**config.mk**
```make
export PLATFORM = sky130hd
export DESIGN_NAME = bt656_trs_regenerator_flat
export DESIGN_NICKNAME = d
export VERILOG_FILES = /design/src/rtl/bt656_pkg.sv /design/src/rtl/bt656_trs_regenerator_if.sv /design/src/rtl/trs_detector.sv /design/src/rtl/bt656_trs_regenerator.sv /design/src/flat_wrapper.sv
export SDC_FILE = /design/constraint.sdc
export NUM_CORES = 1
export LEC_CHECK = 0
export ABC_CLOCK_PERIOD_IN_PS = 8000
export CAP_MARGIN = 20
export CORE_MARGIN = 2
export CORE_UTILIZATION = 45
export CTS_CLUSTER_SIZE = 40
export DETAILED_ROUTE_END_ITERATION = 12
export GPL_ROUTABILITY_DRIVEN = 0
export GPL_TIMING_DRIVEN = 0
export HOLD_SLACK_MARGIN = 0.05
export PLACE_DENSITY = 0.75
export RECOVER_POWER = 50
export SYNTH_ARGS = -nofsm -noshare
export SYNTH_HDL_FRONTEND = slang
export SYNTH_SLANG_ARGS = --single-unit
```
**constraint.sdc**
```tcl
create_clock -name clk -period 8 [get_ports clk]
set_input_delay 1.6 -clock clk [delete_from_list [all_inputs] [get_ports clk]]
set_output_delay 1.6 -clock clk [all_outputs]
set_load 0.005 [all_outputs]
```
**src/rtl/bt656_pkg.sv**
```systemverilog
// Shared constants, FSM states and XY helpers for the BT.656 TRS regenerator.
// Optional active-video clipping is compiled in with BT656_CLIP_EN.
package bt656_pkg;

    localparam logic [9:0]  TRS_PRE_FIRST = 10'h3FF;
    localparam logic [9:0]  TRS_PRE_ZERO  = 10'h000;

    localparam int unsigned LINE_WORDS  = 1716;
    localparam int unsigned BLANK_WORDS = 268;
    localparam int unsigned MISS_LIMIT  = 2;

    localparam logic [10:0] EAV_FIRST_POS = 11'd0;
    localparam logic [10:0] EAV_XY_POS    = 11'd3;
    localparam logic [10:0] SAV_FIRST_POS = 11'(4 + BLANK_WORDS);
    localparam logic [10:0] SAV_XY_POS    = 11'(7 + BLANK_WORDS);
    localparam logic [10:0] LAST_POS      = 11'(LINE_WORDS - 1);

    typedef enum logic [1:0] {
        ST_UNLOCKED = 2'd0,
        ST_LOCKED   = 2'd1,
        ST_COAST    = 2'd2
    } trs_state_e;

    function automatic logic [9:0] xy_word(input logic f, input logic v, input logic h);
        return {1'b1, f, v, h, v ^ h, f ^ h, f ^ v, f ^ v ^ h, 2'b00};
    endfunction

    // A legal XY is exactly what xy_word rebuilds from its own F/V/H bits.
    function automatic logic xy_check(input logic [9:0] word);
        return (word == xy_word(word[8], word[7], word[6]));
    endfunction

`ifdef BT656_CLIP_EN
    function automatic logic [9:0] clip_active(input logic [9:0] word);
        if (word <= 10'h003) begin
            return 10'h004;
        end else if (word >= 10'h3FC) begin
            return 10'h3FB;
        end else begin
            return word;
        end
    endfunction
`endif

endpackage

```
**src/rtl/bt656_trs_regenerator_if.sv**
```systemverilog
// Word stream and status bundle between the rotator side and the TRS regenerator.
interface bt656_trs_regenerator_if;
    logic [9:0]  data_in;
    logic        data_valid;
    logic [9:0]  data_out;
    logic        data_out_valid;
    logic        locked;
    logic [10:0] sample_count;
    logic [9:0]  line_count;
    logic        f_out;
    logic        v_out;
    logic        h_out;
    logic        trs_error;

    modport master (
        output data_in, data_valid,
        input  data_out, data_out_valid, locked, sample_count, line_count,
        input  f_out, v_out, h_out, trs_error
    );

    modport slave (
        input  data_in, data_valid,
        output data_out, data_out_valid, locked, sample_count, line_count,
        output f_out, v_out, h_out, trs_error
    );
endinterface

```
**src/rtl/trs_detector.sv**
```systemverilog
// Input TRS detector: 3-word preamble history plus XY decode and protection check.
module trs_detector
    import bt656_pkg::*;
(
    input  logic       clk,
    input  logic       reset_n,
    input  logic       i_valid,
    input  logic [9:0] i_data,
    output logic       o_trs_det,
    output logic       o_eav_det,
    output logic       o_sav_det,
    output logic       o_xy_ok,
    output logic       o_f,
    output logic       o_v
);
    // r_pre[2] is the oldest of the three previous qualified words.
    logic [2:0][9:0] r_pre;
    logic            w_preamble;

    // Preamble history shifts only on qualified words.
    always_ff @(posedge clk or negedge reset_n) begin
        if (!reset_n) begin
            r_pre <= '0;
        end else if (i_valid) begin
            r_pre <= {r_pre[1:0], i_data};
        end else begin
            r_pre <= r_pre;
        end
    end

    assign w_preamble = i_valid && (r_pre[2] == TRS_PRE_FIRST) &&
                        (r_pre[1] == TRS_PRE_ZERO) && (r_pre[0] == TRS_PRE_ZERO);
    assign o_trs_det  = w_preamble;
    assign o_xy_ok    = w_preamble && xy_check(i_data);
    assign o_eav_det  = o_xy_ok && i_data[6];
    assign o_sav_det  = o_xy_ok && !i_data[6];
    assign o_f        = i_data[8];
    assign o_v        = i_data[7];

endmodule

```
**src/rtl/bt656_trs_regenerator.sv**
```systemverilog
// Flywheel TRS regenerator: rebuilds EAV/SAV at predicted positions and tracks lock.
// Defining BT656_CLIP_EN clips active words out of the reserved 0x000-0x003/0x3FC-0x3FF codes.
module bt656_trs_regenerator
    import bt656_pkg::*;
(
    input  logic                          clk,
    input  logic                          reset_n,
    bt656_trs_regenerator_if.slave        bus
);
    localparam int unsigned MISS_W   = $clog2(MISS_LIMIT + 1);
    localparam logic [9:0]  LINE_MAX = 10'd1023;

    trs_state_e        r_state, w_state_next;
    logic [10:0]       r_sample, w_idx, w_n_next;
    logic [MISS_W-1:0] r_miss, w_miss_next, w_miss_inc;
    logic              r_f, r_v, w_f_next, w_v_next;
    logic [9:0]        r_line, w_line_next;
    logic [9:0]        r_data_out, w_out;
    logic              r_data_out_valid, r_locked, r_h, r_trs_error;
    logic              w_h_next, w_err, w_xy_slot, w_regen;
    logic              w_trs_det, w_eav_det, w_sav_det, w_xy_ok, w_det_f, w_det_v;

    trs_detector u_detector (
        .clk       (clk),
        .reset_n   (reset_n),
        .i_valid   (bus.data_valid),
        .i_data    (bus.data_in),
        .o_trs_det (w_trs_det),
        .o_eav_det (w_eav_det),
        .o_sav_det (w_sav_det),
        .o_xy_ok   (w_xy_ok),
        .o_f       (w_det_f),
        .o_v       (w_det_v)
    );

    assign w_n_next   = (r_sample == LAST_POS) ? EAV_FIRST_POS : r_sample + 11'd1;
    assign w_miss_inc = r_miss + MISS_W'(1);

    // Lock FSM: compare detected EAVs against the flywheel-predicted XY slot.
    always_comb begin
        w_state_next = r_state;
        w_idx        = r_sample;
        w_miss_next  = r_miss;
        w_f_next     = r_f;
        w_v_next     = r_v;
        w_xy_slot    = 1'b0;
        w_err        = w_trs_det && !w_xy_ok;
        case (r_state)
            ST_UNLOCKED: begin
                if (w_eav_det) begin
                    w_state_next = ST_LOCKED;
                    w_idx        = EAV_XY_POS;
                    w_miss_next  = '0;
                    w_f_next     = w_det_f;
                    w_v_next     = w_det_v;
                    w_xy_slot    = 1'b1;
                end else begin
                    w_state_next = ST_UNLOCKED;
                end
            end
            ST_LOCKED, ST_COAST: begin
                if (w_eav_det) begin
                    // A misplaced EAV still wins: resync onto it and flag the jump.
                    w_state_next = ST_LOCKED;
                    w_idx        = EAV_XY_POS;
                    w_miss_next  = '0;
                    w_f_next     = w_det_f;
                    w_v_next     = w_det_v;
                    w_xy_slot    = 1'b1;
                    w_err        = w_err || (w_n_next != EAV_XY_POS);
                end else if (w_n_next == EAV_XY_POS) begin
                    w_idx       = w_n_next;
                    w_miss_next = w_miss_inc;
                    if (w_miss_inc >= MISS_W'(MISS_LIMIT)) begin
                        w_state_next = ST_UNLOCKED;
                    end else begin
                        w_state_next = ST_COAST;
                        w_xy_slot    = 1'b1;
                    end
                end else begin
                    w_idx = w_n_next;
                end
            end
            default: begin
                w_state_next = ST_UNLOCKED;
            end
        endcase
    end

    // Output word, H flag and line counter for the word being registered.
    always_comb begin
        w_regen     = (w_state_next != ST_UNLOCKED);
        w_out       = bus.data_in;
        w_h_next    = r_h;
        w_line_next = r_line;
        if (w_regen) begin
            w_h_next = (w_idx <= SAV_XY_POS);
            if (w_idx == EAV_FIRST_POS || w_idx == SAV_FIRST_POS) begin
                w_out = TRS_PRE_FIRST;
            end else if (w_idx < EAV_XY_POS || (w_idx > SAV_FIRST_POS && w_idx < SAV_XY_POS)) begin
                w_out = TRS_PRE_ZERO;
            end else if (w_idx == EAV_XY_POS) begin
                w_out = xy_word(w_f_next, w_v_next, 1'b1);
            end else if (w_idx == SAV_XY_POS) begin
                w_out = xy_word(w_f_next, w_v_next, 1'b0);
`ifdef BT656_CLIP_EN
            end else if (w_idx > SAV_XY_POS) begin
                w_out = clip_active(bus.data_in);
`endif
            end else begin
                w_out = bus.data_in;
            end
        end else begin
            w_out    = bus.data_in;
            w_h_next = w_sav_det ? 1'b0 : r_h;
        end
        if (r_f && !w_f_next) begin
            w_line_next = '0;
        end else if (w_xy_slot && (r_line != LINE_MAX)) begin
            w_line_next = r_line + 10'd1;
        end else begin
            w_line_next = r_line;
        end
    end

    // State and output registers; a low data_valid freezes everything but the valid flag.
    always_ff @(posedge clk or negedge reset_n) begin
        if (!reset_n) begin
            r_state          <= ST_UNLOCKED;
            r_sample         <= '0;
            r_miss           <= '0;
            r_f              <= 1'b0;
            r_v              <= 1'b0;
            r_line           <= '0;
            r_data_out       <= '0;
            r_data_out_valid <= 1'b0;
            r_locked         <= 1'b0;
            r_h              <= 1'b0;
            r_trs_error      <= 1'b0;
        end else begin
            r_data_out_valid <= bus.data_valid;
            if (bus.data_valid) begin
                r_state     <= w_state_next;
                r_sample    <= w_idx;
                r_miss      <= w_miss_next;
                r_f         <= w_f_next;
                r_v         <= w_v_next;
                r_line      <= w_line_next;
                r_data_out  <= w_out;
                r_locked    <= w_regen;
                r_h         <= w_h_next;
                r_trs_error <= w_err;
            end else begin
                r_trs_error <= 1'b0;
            end
        end
    end

    assign bus.data_out       = r_data_out;
    assign bus.data_out_valid = r_data_out_valid;
    assign bus.locked         = r_locked;
    assign bus.sample_count   = r_sample;
    assign bus.line_count     = r_line;
    assign bus.f_out          = r_f;
    assign bus.v_out          = r_v;
    assign bus.h_out          = r_h;
    assign bus.trs_error      = r_trs_error;

endmodule

```
**src/flat_wrapper.sv**
```systemverilog
// flat-port wrapper written by rule: the top's interface ports become plain ports
module bt656_trs_regenerator_flat import bt656_pkg::*;
  (clk, reset_n, bus_data_in, bus_data_valid, bus_data_out, bus_data_out_valid, bus_locked, bus_sample_count, bus_line_count, bus_f_out, bus_v_out, bus_h_out, bus_trs_error);
  bt656_trs_regenerator_if bus_i ();
  input  logic clk;
  input  logic reset_n;
  input wire logic [$bits(bus_i.data_in)-1:0] bus_data_in;
  input wire logic [$bits(bus_i.data_valid)-1:0] bus_data_valid;
  output wire logic [$bits(bus_i.data_out)-1:0] bus_data_out;
  output wire logic [$bits(bus_i.data_out_valid)-1:0] bus_data_out_valid;
  output wire logic [$bits(bus_i.locked)-1:0] bus_locked;
  output wire logic [$bits(bus_i.sample_count)-1:0] bus_sample_count;
  output wire logic [$bits(bus_i.line_count)-1:0] bus_line_count;
  output wire logic [$bits(bus_i.f_out)-1:0] bus_f_out;
  output wire logic [$bits(bus_i.v_out)-1:0] bus_v_out;
  output wire logic [$bits(bus_i.h_out)-1:0] bus_h_out;
  output wire logic [$bits(bus_i.trs_error)-1:0] bus_trs_error;
  assign bus_i.data_in = bus_data_in;
  assign bus_i.data_valid = bus_data_valid;
  assign bus_data_out = bus_i.data_out;
  assign bus_data_out_valid = bus_i.data_out_valid;
  assign bus_locked = bus_i.locked;
  assign bus_sample_count = bus_i.sample_count;
  assign bus_line_count = bus_i.line_count;
  assign bus_f_out = bus_i.f_out;
  assign bus_v_out = bus_i.v_out;
  assign bus_h_out = bus_i.h_out;
  assign bus_trs_error = bus_i.trs_error;
  bt656_trs_regenerator u_core (.clk(clk), .reset_n(reset_n), .bus(bus_i));
endmodule
```
==> results of run 1 <==
## state kept, by name, summed over array words and instances, names as in the netlist
register / flops
u_core.bus.line_count: 10
u_core.bus.h_out: 1
u_core.bus.locked: 1
u_core.bus.f_out: 1
u_core.r_miss: 2
u_core.bus.v_out: 1
u_core.bus.trs_error: 1
u_core.r_state: 2
u_core.bus.data_out_valid: 1
u_core.bus.sample_count: 11
u_core.u_detector.r_pre: 30
u_core.bus.data_out: 10
## routing by layer
layer	up-vias	routed length, microns	share of wire	track usage
met2	188	5790	0.47	0.359
met3	27	787	0.064	0.0476
met1	1997	5510	0.45	0.318
li1	1889	-	-	-
met4	0	260	0.021	0.0849
met5	-	0	0	0
## area by class of cell
cell class,instances,area share
multi-input cells,358,0.478
flip-flops and latches,71,0.331
repair buffers,50,0.0916
well taps,133,0.0310
plain buffers,27,0.0240
clock buffers,9,0.0231
clock inverters,7,0.0117
inverters,14,0.00979
## kinds of logic (layout without fill, tap and decap cells)
group / count (synthesis) / in the layout
adder cells (fa/ha/maj): 5 / 5
buffers and inverters: 41 / 107
AND/OR/NAND/NOR: 166 / 166
AO/OA/AOI/OAI: 128 / 128
XOR/XNOR: 19 / 19
multiplexers: 40 / 40
flip-flops: 71 / 71
## worst register-to-register path: stages (launching register included)
cell	delay [ns]
dfrtp_1	0.39
inv_1	0.07
ha_1	0.28
clkbuf_1	0.30
nor2b_1	0.35
nand2_1	0.32
a21oi_2	0.41
a22oi_2	0.20
o31a_2	0.48
o31ai_4	0.37
o22ai_1	0.15
a21oi_1	0.15
## power groups by stage
stage	registers, mW	logic, mW	clock network, mW
floorplan	0.414	0.0865	0
global placement	0.419	0.136	0
detailed placement	0.421	0.143	0
CTS	0.414	0.143	0.286
global route	0.418	0.154	0.301
finish	0.414	0.140	0.281
## worst max-delay path by stage
| stage | endpoint | slack, ns | cells after the start |
|---|---|---|---|
| floorplan | u_core.bus.data_out[2]$_DFFE_PN0P_ | 3.93 | 11 |
| global placement | u_core.u_detector.r_pre[29]$_DFFE_PN0P_ | 2.86 | 1 |
| detailed placement | u_core.bus.data_out[2]$_DFFE_PN0P_ | 2.93 | 12 |
| CTS | u_core.bus.data_out[2]$_DFFE_PN0P_ | 3.28 | 12 |
| global route | u_core.u_detector.r_pre[2]$_DFFE_PN0P_ | 2.37 | 2 |
| finish | u_core.bus.data_out[2]$_DFFE_PN0P_ | 3.16 | 12 |
## through the flow
stage | power [mW] | hold WS [ns]
6_report | 0.836 | 0.512
4_1_cts | 0.843 | 0.516
3_3_place_gp | 0.555 | 0.484
2_1_floorplan | 0.500 | 0.470
5_1_grt | 0.873 | 0.536
3_5_place_dp | 0.564 | 0.497
## synthesized netlist by cell type (all sizes together) (3+ instances only)
cell type,n,area [sq um]
a2111oi,4,66.3
a211oi,4,47.5
a21boi,3,22.5
a21o,3,22.5
a21oi,20,104
a221oi,3,32.5
a22oi,3,41.3
a31oi,11,75.1
and2,3,18.8
and3,11,68.8
buf,15,83.8
clkbuf,12,45.0
dfrtp,71,1780
ha,5,62.6
inv,14,52.6
mux2,34,383
mux2i,6,60.1
nand2,38,145
nand3,13,75.1
nand4,9,56.3
nor2,41,156
nor3,14,70.1
nor4,8,65.1
nor4b,4,47.6
o211ai,6,45.0
o21ai,31,166
o221ai,3,32.5
o22ai,4,25.0
o31ai,8,83.8
or2,4,25.0
or3,6,42.5
xnor2,17,149
==> summary.txt, run 1 <==
Run status
  – Status: complete, but fails checks
  – Failing checks: capacitance limit, slew limit

Floorplan
  – DIE WIDTH: 104 microns
  – # rows: 36
  – Die Y: 104 microns
  – Core ar.: 9770 sq um
  – Starting density of the core: 0.463
  – Num ports: 50
  – Total Die Area: 10,900 sq um

Worst hold path
  – Hold wc startpoint: u_core.u_detector.r_pre[20]$_DFFE_PN0P_
  – Hold endpoint: u_core.u_detector.r_pre[20]$_DFFE_PN0P_
  – Hold path cells: 1
  – Hold WC Path Type: reg -> reg

STA
  – Slew Limit Fails: 72
  – Final hold violation count: 0
  – Worst slew margin: -1.53
  – Setup TNS: 0 ns
  – Finish-stage setup viols: 0
  – PnR worst setup slack: 3.16 ns
  – Final Cycle Share: 0.605
  – RSZ-0062 raised after global routing: no
  – Slew @ Worst Pin: 3.80 ns
  – Clock skew: 0.0206 ns
  – Fmax: 0.207 GHz
  – Min Tclk post-route: 4.84 ns

Global route
  – First-pass GRT wire length: 20.4 mm
  – Tot GR Track Use: 0.231
  – Pin count of the biggest net entering global routing: 72
  – Antenna violations before repair: 0
  – Number of global-route vias before repair: 4,033
  – Gr ovfl total: 0

Place
  – Setup WS pre-CTS: 2.93 ns
  – Input/output buffers: 49
  – Area after DPL: 5200 sq um
  – Inst Count DP: 653
  – Post-DP HPWL: 8.95 mm

Synth
  – Post-synthesis simple-gate area fraction: 0.197
  – Post-synthesis xor/xnor area fraction: 0.0368
  – Syn Nets: 488
  – Synth Register Bits: 71
  – Main combinational cell family by area after synthesis: compound AO/OA/AOI/OAI gates
  – Synth Area in Adders: 0.0138
  – Async set-reset flop share out of synthesis: 1.00
  – Synthesized cell area: 4520 sq um
  – Post-synthesis sequential area ratio: 0.393
  – Synth Area in Compound Gates: 0.222
  – Cells after Synth: 470
  – Predominant post-synthesis flop cell: dfrtp_1
  – EDFF count, synth: 0
  – Synthesized area per cell: 9.62 sq um
  – Synthesis Warnings: 0
  – Post-synthesis mux area share: 0.0980
  – Netlist cell types: 85

Routing
  – DR vias/cell: 6.13
  – Via count: 4,101
  – WL final: 12.4 mm
  – DRC viols: 0
  – Initial DRC count: 245
  – Antenna-violating nets left: 0
  – WL per Instance: 18.5 microns
  – DRT Pass-1 Iters: 7

Power and ir drop
  – Power Internal: 574 uW
  – Combinational group share of total power: 0.168
  – Sw frac: 0.313
  – Pwr Density: 156 nW/um^2
  – Clk network pwr share: 0.336
  – P_leak: 2.06 nW
  – Switching power: 262 uW
  – Sequential power share: 0.496
  – VDD IR max: 0.000108 V

Clock network
  – Clk Latency, worst-skew pair: 0.36 ns
  – Post-cts resize count: 0
  – Hold_buf cts: 0
  – Post-CTS setup buffers: 0
  – Clock root cell: clkbuf_8
  – CTS tree: yes
  – CTS HTree Levels: 3
  – Cts bufs inserted: 9
  – Clock sink count: 71
  – Clk pin slew, worst setup/hold paths: 0.09 ns
  – CTS Buffer Depth: 2

Worst setup path
  – Crit path launch type: input port
  – CP bufs+invs: 3
  – Critical Path Source: bus_data_valid
  – CP endpoint kind: flip-flop
  – CP max stage cell: dlygate4sd3_1
  – CP cell instances: dlygate4sd3_1 -> buf_2 -> and3_1 -> nand4_1 -> nor4_4 -> buf_2 -> nand4_1 -> o21ai_0 -> and3_1 -> mux2_1 -> o31ai_1 -> o2bb2ai_1
  – Worst path top cell family by delay: simple AND/OR/NAND/NOR gates
  – Reg2Reg Setup Slack: 4.46 ns
  – FF-to-FF End: u_core.bus.data_out[1]$_DFFE_PN0P_
  – Worst-path maximum fanout: 10
  – Arrival time worst endpoint: 5.08 ns
  – Reg2reg path depth: 11
  – Worst r2r src: u_core.r_state[0]$_DFFE_PN0P_
  – Critical Path RT: 8.24 ns
  – CP max stage delay: 0.54 ns
  – Crit path kind: in -> reg

Finish
  – Diode count: 0
  – Final instance area: 5370 sq um
  – Reg area: 1780 sq um
  – Share of layout cells above drive strength 1: 0.168
  – Area grow syn2layout: 18.7%
  – Multi-input logic area: 2560 sq um
  – Fin util: 0.549
  – Final-layout fill cell count: 884
  – Commonest non-fill, non-tap cells in the layout: 71 x dfrtp_1, 40 x nor2_1, 37 x nand2_1
  – Commonest non-fill, non-tap cell in the layout: dfrtp_1
  – Layout Nets: 549
  – Final std cells w/o fill: 669

Flow run
  – Max-cap viol count: 1
Note: power is estimated with default switching activity, not from simulation.
==> run 2: changes to the inputs <==
--- a/config.mk
+++ b/config.mk
@@ -5,7 +5,7 @@
 export SDC_FILE = /design/constraint.sdc
 export NUM_CORES = 1
 export LEC_CHECK = 0
-export ABC_CLOCK_PERIOD_IN_PS = 8000
+export ABC_CLOCK_PERIOD_IN_PS = 4140
 export CAP_MARGIN = 20
 export CORE_MARGIN = 2
 export CORE_UTILIZATION = 45
@@ -14,7 +14,7 @@
 export GPL_ROUTABILITY_DRIVEN = 0
 export GPL_TIMING_DRIVEN = 0
 export HOLD_SLACK_MARGIN = 0.05
-export PLACE_DENSITY = 0.75
+export PLACE_DENSITY = 0.78
 export RECOVER_POWER = 50
 export SYNTH_ARGS = -nofsm -noshare
 export SYNTH_HDL_FRONTEND = slang
==> constraint.sdc (replaced) <==
create_clock -name clk -period 4.14 [get_ports clk]
set_input_delay 0.828 -clock clk [delete_from_list [all_inputs] [get_ports clk]]
set_output_delay 0.828 -clock clk [all_outputs]
set_load 0.005 [all_outputs]
==> run 2 against run 1 <==
The flow still finishes with violations (capacitance limit, slew limit). First-iteration DRC count is 39% higher. Cell area up 0.40%. Total power rose by 98%. Largest cell class unchanged. Count of clock-buffer cells in the layout did not move. Wire length fell by 1.8%. Die area did not move. Sequential share of layout area is 0.13 points lower. Cell count did not move. Critical path type unchanged. Clock skew shrank 0.0083 ns.
==> summary.txt, run 2 (synthesis gave the netlist of run 1 again) <==
Routing
  – Antenna-violating nets left: 0 (unchanged)
  – WL per Instance: 18.1 microns (was 18.5 microns)
  – Initial DRC count: 341 (was 245)
  – DRC viols: 0 (unchanged)
  – DRT Pass-1 Iters: 5 (was 7)
  – WL final: 12.1 mm (was 12.4 mm)
  – Via count: 4,125 (was 4,101)
  – DR vias/cell: 6.17 (was 6.13)

Finish
  – Commonest non-fill, non-tap cell in the layout: dfrtp_1 (unchanged)
  – Share of layout cells above drive strength 1: 0.172 (was 0.168)
  – Final std cells w/o fill: 669 (unchanged)
  – Layout Nets: 549 (unchanged)
  – Commonest non-fill, non-tap cells in the layout: 71 x dfrtp_1, 40 x nor2_1, 37 x nand2_1 (unchanged)
  – Final instance area: 5390 sq um (was 5370 sq um)
  – Fin util: 0.551 (was 0.549)
  – Diode count: 0 (unchanged)
  – Area grow syn2layout: 19.1% (was 18.7%)
  – Most flops, register: u_core.u_detector.r_pre (unchanged)
  – Final-layout fill cell count: 894 (was 884)
  – Max reg flops: 30 (unchanged)

Clock network
  – Hold_buf cts: 0 (unchanged)
  – CTS Buffer Depth: 2 (unchanged)
  – Clock root cell: clkbuf_8 (unchanged)
  – Clk Latency, worst-skew pair: 0.37 ns (was 0.36 ns)
  – Clock sink count: 71 (unchanged)
  – Cts bufs inserted: 9 (unchanged)
  – Clk pin slew, worst setup/hold paths: 0.08 ns (was 0.09 ns)
  – CTS tree: yes (unchanged)
  – CTS HTree Levels: 3 (unchanged)

Global route
  – Antenna violations before repair: 0 (unchanged)
  – Met1 GRT Util: 0.315 (was 0.318)
  – Met2 Use GR: 0.359 (about the same)
  – Met3 global-route usage: 0.0508 (was 0.0476)
  – First-pass GRT wire length: 20.1 mm (was 20.4 mm)
  – GRT busiest layer: met2 (unchanged)
  – Pin count of the biggest net entering global routing: 72 (unchanged)
  – Tot GR Track Use: 0.230 (was 0.231)
  – Gr ovfl total: 0 (unchanged)
  – Number of global-route vias before repair: 3,934 (was 4,033)

Place
  – Area after DPL: 5180 sq um (was 5200 sq um)
  – Post-DP HPWL: 8.70 mm (was 8.95 mm)
  – Input/output buffers: 49 (unchanged)
  – Setup WS pre-CTS: -0.195 ns (was 2.93 ns)
  – Inst Count DP: 652 (was 653)

Power and ir drop
  – Power Total: 1.65 mW (was 836 uW)
  – Clk network pwr share: 0.351 (was 0.336)
  – Pwr Density: 306 nW/um^2 (was 156 nW/um^2)
  – Power Internal: 1.16 mW (was 574 uW)
  – Switching power: 488 uW (was 262 uW)
  – P_leak: 2.07 nW (was 2.06 nW)
  – VDD IR max: 0.000184 V (was 0.000108 V)
  – Combinational group share of total power: 0.163 (was 0.168)
  – Sequential power share: 0.485 (was 0.496)
  – Sw frac: 0.296 (was 0.313)

Floorplan
  – Core ar.: 9770 sq um (unchanged)
  – DIE WIDTH: 104 microns (unchanged)
  – Num ports: 50 (unchanged)
  – Die Y: 104 microns (unchanged)
  – Starting density of the core: 0.463 (unchanged)
  – # rows: 36 (unchanged)
  – Total Die Area: 10,900 sq um (unchanged)

STA
  – Hold WS: 0.511 ns (was 0.512 ns)
  – Min Tclk post-route: 3.84 ns
  – Clock skew: 0.0123 ns (was 0.0206 ns)
  – Setup TNS: 0 ns (unchanged)
  – Fmax: 0.260 GHz
  – Slew @ Worst Pin: 1.74 ns (was 3.80 ns)
  – Final hold violation count: 0 (unchanged)
  – Final Cycle Share: 0.929
  – RSZ-0062 raised after global routing: no (unchanged)
  – Worst slew margin: -0.161 (was -1.53)
  – Finish-stage setup viols: 0 (unchanged)
  – PnR worst setup slack: 0.295 ns (was 3.16 ns)
  – Slew Limit Fails: 72 (unchanged)

Worst setup path
  – CP endpoint kind: flip-flop (unchanged)
  – CP max stage delay: 0.64 ns (was 0.54 ns)
  – CP max stage cell: clkdlybuf4s50_1 (was dlygate4sd3_1)
  – Arrival time worst endpoint: 4.10 ns (was 5.08 ns)
  – Crit path kind: in -> reg (unchanged)
  – CP bufs+invs: 3 (unchanged)
  – Critical Path RT: 4.39 ns (was 8.24 ns)
  – Worst-path maximum fanout: 10 (unchanged)
  – Worst path top cell family by delay: compound AO/OA/AOI/OAI gates (was simple AND/OR/NAND/NOR gates)
  – CP cell instances: clkdlybuf4s50_1 -> xnor2_1 -> a2111oi_4 -> and3b_1 -> buf_6 -> buf_8 -> nand4_1 -> o21ai_0 -> and3_1 -> mux2_1 -> o31ai_1 -> o2bb2ai_1 (was dlygate4sd3_1 -> buf_2 -> and3_1 -> nand4_1 -> nor4_4 -> buf_2 -> nand4_1 -> o21ai_0 -> and3_1 -> mux2_1 -> o31ai_1 -> o2bb2ai_1)
  – Crit path launch type: input port (unchanged)

Run status
  – Status: complete, but fails checks (unchanged)
  – Failing checks: capacitance limit, slew limit (unchanged)

Flow run
  – Max-cap viol count: 1 (unchanged)

Worst hold path
  – Hold WC Path Type: reg -> reg (unchanged)
## run 2: final timing paths
kind,startpoint,end,slack (ns),depth (start not counted)
min reg2reg,u_core.u_detector.r_pre[22]$_DFFE_PN0P_,u_core.u_detector.r_pre[22]$_DFFE_PN0P_,0.51,1
max in group asynchronous,reset_n,u_core.r_miss[0]$_DFFE_PN0P_,2.18,1
min,u_core.u_detector.r_pre[22]$_DFFE_PN0P_,u_core.u_detector.r_pre[22]$_DFFE_PN0P_,0.51,1
min in group asynchronous,reset_n,u_core.bus.sample_count[2]$_DFFE_PN0P_,0.90,1
max,bus_data_in[8],u_core.bus.data_out[2]$_DFFE_PN0P_,0.30,12
max reg2reg,u_core.bus.sample_count[1]$_DFFE_PN0P_,u_core.bus.data_out[1]$_DFFE_PN0P_,0.57,11
## run 2: timing repair
action | in CTS | in global routing
setup endpoints to repair | 0 | 2
buffers inserted | 0 | 1
gates resized for setup | 0 | 1
## run 2: area by class of cell
type / instances / area (sq um) / share of cell area
Inverter: 14 / 52.6 / 0.00975
Multi-Input combinational cell: 358 / 2570 / 0.477
Timing Repair Buffer: 50 / 493 / 0.0915
Clock buffer: 9 / 124 / 0.0230
Tap cell: 133 / 166 / 0.0309
Clock inverter: 7 / 77.6 / 0.0144
Sequential cell: 71 / 1780 / 0.330
Buffer: 27 / 129 / 0.0239
## run 2: power groups by stage
stage | Clock [mW] | Sequential, mW | Combinational, mW
after global placement | 0 | 0.810 | 0.263
final | 0.580 | 0.802 | 0.270
after detailed placement | 0 | 0.814 | 0.271
after floorplan | 0 | 0.800 | 0.167
after CTS | 0.592 | 0.801 | 0.273
after global routing | 0.622 | 0.810 | 0.295
## run 2: routing by layer
metal | part of all wire | up-vias
met5 | 0 | -
met4 | 0.025 | 0
met3 | 0.076 | 34
met2 | 0.46 | 211
met1 | 0.44 | 1993
li1 | - | 1887
==> run 3: changes to the inputs <==
--- a/config.mk
+++ b/config.mk
@@ -8,14 +8,14 @@
 export ABC_CLOCK_PERIOD_IN_PS = 4140
 export CAP_MARGIN = 20
 export CORE_MARGIN = 2
-export CORE_UTILIZATION = 45
+export CORE_UTILIZATION = 30
 export CTS_CLUSTER_SIZE = 40
 export DETAILED_ROUTE_END_ITERATION = 12
 export GPL_ROUTABILITY_DRIVEN = 0
 export GPL_TIMING_DRIVEN = 0
 export HOLD_SLACK_MARGIN = 0.05
-export PLACE_DENSITY = 0.78
-export RECOVER_POWER = 50
+export PLACE_DENSITY = 0.59
+export RECOVER_POWER = 100
 export SYNTH_ARGS = -nofsm -noshare
 export SYNTH_HDL_FRONTEND = slang
 export SYNTH_SLANG_ARGS = --single-unit
==> run 3 against run 2 <==
The run still ends with capacitance limit, slew limit left. Cell count increased by 7.8%. Core utilization decreased by 17 points. Flip-flop and latch count unchanged. First-iteration DRC count increased by 46%. Largest cell class unchanged. Count of clock-buffer cells in the layout increased by 2. Global-route usage decreased by 6.3 points. Wire length increased by 6.0%. Combinational power about the same.
==> summary.txt, run 3 (synthesis gave the netlist of run 1 again) <==
STA
  – Setup TNS: 0 ns (unchanged)
  – Fmax: 0.250 GHz (was 0.260 GHz)
  – Slew @ Worst Pin: 1.91 ns (was 1.74 ns)
  – Clock skew: 0.0105 ns (was 0.0123 ns)
  – Finish-stage setup viols: 0 (unchanged)
  – Worst slew margin: -0.273 (was -0.161)
  – Min Tclk post-route: 3.99 ns (was 3.84 ns)
  – Final Cycle Share: 0.965 (was 0.929)
  – PnR worst setup slack: 0.145 ns (was 0.295 ns)
  – Slew Limit Fails: 35 (was 72)
  – RSZ-0062 raised after global routing: yes (was no)
  – Final hold violation count: 0 (unchanged)

Routing
  – DRT Pass-1 Iters: 5 (unchanged)
  – DR vias/cell: 5.71 (was 6.17)
  – Initial DRC count: 498 (was 341)
  – DRC viols: 0 (unchanged)
  – WL per Instance: 17.8 microns (was 18.1 microns)
  – Antenna-violating nets left: 0 (unchanged)
  – Via count: 4,115 (was 4,125)
  – WL final: 12.9 mm (was 12.1 mm)

Floorplan
  – Starting density of the core: 0.309 (was 0.463)
  – Die Y: 127 microns (was 104 microns)
  – Num ports: 50 (unchanged)
  – Core ar.: 14,600 sq um (was 9770 sq um)
  – # rows: 44 (was 36)
  – DIE WIDTH: 127 microns (was 104 microns)
  – Total Die Area: 16,100 sq um (was 10,900 sq um)

Worst setup path
  – Crit path launch type: input port (unchanged)
  – CP max stage delay: 0.47 ns (was 0.64 ns)
  – Critical Path RT: 4.36 ns (was 4.39 ns)
  – Crit path kind: in -> reg (unchanged)
  – Arrival time worst endpoint: 4.22 ns (was 4.10 ns)
  – FF-to-FF End: u_core.bus.data_out[1]$_DFFE_PN0P_ (unchanged)
  – Critical Path Source: bus_data_valid (was bus_data_in[8])
  – Worst r2r src: u_core.bus.sample_count[1]$_DFFE_PN0P_ (unchanged)
  – CP bufs+invs: 3 (unchanged)
  – CP endpoint kind: flip-flop (unchanged)
  – CP max stage cell: clkdlybuf4s50_1 (unchanged)
  – Worst path top cell family by delay: simple AND/OR/NAND/NOR gates (was compound AO/OA/AOI/OAI gates)
  – CP cell instances: clkdlybuf4s50_1 -> buf_2 -> and3_1 -> nand4_1 -> nor4_4 -> buf_2 -> nand4_1 -> o21ai_0 -> and3_1 -> mux2_1 -> o31ai_1 -> o2bb2ai_1 (was clkdlybuf4s50_1 -> xnor2_1 -> a2111oi_4 -> and3b_1 -> buf_6 -> buf_8 -> nand4_1 -> o21ai_0 -> and3_1 -> mux2_1 -> o31ai_1 -> o2bb2ai_1)
  – Reg2reg path depth: 11 (unchanged)
  – Worst-path maximum fanout: 10 (unchanged)
  – Reg2Reg Setup Slack: 0.63 ns (was 0.57 ns)

Global route
  – First-pass GRT wire length: 21.2 mm (was 20.1 mm)
  – Tot GR Track Use: 0.167 (was 0.230)
  – Number of global-route vias before repair: 3,960 (was 3,934)
  – Pin count of the biggest net entering global routing: 39 (was 72)
  – Antenna violations before repair: 0 (unchanged)
  – Gr ovfl total: 0 (unchanged)

Finish
  – Share of layout cells above drive strength 1: 0.169 (was 0.172)
  – Area grow syn2layout: 22.5% (was 19.1%)
  – Diode count: 0 (unchanged)
  – Final instance area: 5540 sq um (was 5390 sq um)
  – Most flops, register: u_core.u_detector.r_pre (unchanged)
  – Final std cells w/o fill: 721 (was 669)
  – Commonest non-fill, non-tap cells in the layout: 71 x dfrtp_1, 40 x nor2_1, 37 x nand2_1, 37 x dlygate4sd3_1, 33 x mux2_2 (was 71 x dfrtp_1, 40 x nor2_1, 37 x nand2_1)
  – Commonest non-fill, non-tap cell in the layout: dfrtp_1 (unchanged)
  – Layout Nets: 550 (was 549)
  – Max reg flops: 30 (unchanged)

Power and ir drop
  – Combinational group share of total power: 0.147 (was 0.163)
  – Sequential power share: 0.442 (was 0.485)
  – Sw frac: 0.279 (was 0.296)
  – Switching power: 505 uW (was 488 uW)
  – P_leak: 2.14 nW (was 2.07 nW)
  – Clk network pwr share: 0.410 (was 0.351)
  – Power Internal: 1.31 mW (was 1.16 mW)
  – VDD IR max: 0.000224 V (was 0.000184 V)
  – Power Total: 1.81 mW (was 1.65 mW)
  – Pwr Density: 327 nW/um^2 (was 306 nW/um^2)

Place
  – Setup WS pre-CTS: -0.347 ns (was -0.195 ns)
  – Post-DP HPWL: 9.67 mm (was 8.70 mm)
  – Area after DPL: 5260 sq um (was 5180 sq um)
  – Input/output buffers: 49 (unchanged)
  – Inst Count DP: 704 (was 652)

Clock network
  – Clk Latency, worst-skew pair: 0.35 ns (was 0.37 ns)
  – Clk pin slew, worst setup/hold paths: 0.06 ns (was 0.08 ns)
  – CTS Buffer Depth: 2 (unchanged)
  – Cts bufs inserted: 9 (unchanged)
  – CTS tree: yes (unchanged)
  – CTS HTree Levels: 3 (unchanged)
  – Clock root cell: clkbuf_16 (was clkbuf_8)
  – Hold_buf cts: 0 (unchanged)
  – Clock sink count: 71 (unchanged)

Worst hold path
  – Hold WC Path Type: reg -> reg (unchanged)
  – Hold wc startpoint: u_core.u_detector.r_pre[24]$_DFFE_PN0P_ (was u_core.u_detector.r_pre[22]$_DFFE_PN0P_)
  – Hold endpoint: u_core.u_detector.r_pre[24]$_DFFE_PN0P_ (was u_core.u_detector.r_pre[22]$_DFFE_PN0P_)
  – Hold path cells: 1 (unchanged)

Flow run
  – Max-cap viol count: 1 (unchanged)

Run status
  – Status: complete, but fails checks (unchanged)
  – Failing checks: capacitance limit, slew limit (unchanged)
[run 3: worst max-delay path by stage]
stage                     slack (ns)  cells after the start                                      end
after floorplan                 0.84                     11       u_core.bus.data_out[2]$_DFFE_PN0P_
after global placement         -0.31                      1  u_core.u_detector.r_pre[29]$_DFFE_PN0P_
after detailed placement       -0.35                     12       u_core.bus.data_out[2]$_DFFE_PN0P_
after CTS                      0.008                     12       u_core.bus.data_out[2]$_DFFE_PN0P_
after global routing           -0.01                     12       u_core.bus.data_out[0]$_DFFE_PN0P_
final                           0.15                     12       u_core.bus.data_out[2]$_DFFE_PN0P_
[run 3: layer usage]
| layer | track usage | wire (microns) | vias up |
|---|---|---|---|
| met5 | 0 | 0 | - |
| met4 | 0.0569 | 289 | 0 |
| met3 | 0.0367 | 729 | 21 |
| met2 | 0.261 | 5910 | 148 |
| met1 | 0.230 | 5930 | 2048 |
| li1 | - | - | 1898 |
[run 3: cell type report]
cell class	instances	area, sq um
inverter	14	52.6
clock inverter	5	41.3
tap	184	230
timing repair buffer	51	497
clock buffer	11	243
buffer	27	129
fill	1505	9110
sequential	71	1780
multi-input combinational	358	2570
[run 3: what timing repair did]
| item | in CTS | in global routing |
|---|---|---|
| endpoints found under the setup margin | 0 | 10 |
| gates resized for setup | 0 | 1 |
| setup buffers | 0 | 1 |
[run 3: through the flow]
| step | hold slack [ns] | utilization |
|---|---|---|
| 2_1_floorplan | 0.470 | - |
| 3_3_place_gp | 0.482 | 0.358 |
| 3_5_place_dp | 0.495 | 0.359 |
| 4_1_cts | 0.454 | 0.379 |
| 5_1_grt | 0.526 | 0.378 |
| 6_report | 0.507 | 0.378 |
[run 3: power groups by stage]
stage	registers, mW	clock network [mW]	logic (mW)
finish	0.801	0.743	0.267
global route	0.810	0.793	0.295
CTS	0.802	0.759	0.278
detailed placement	0.814	0	0.276
global placement	0.811	0	0.269
floorplan	0.800	0	0.167
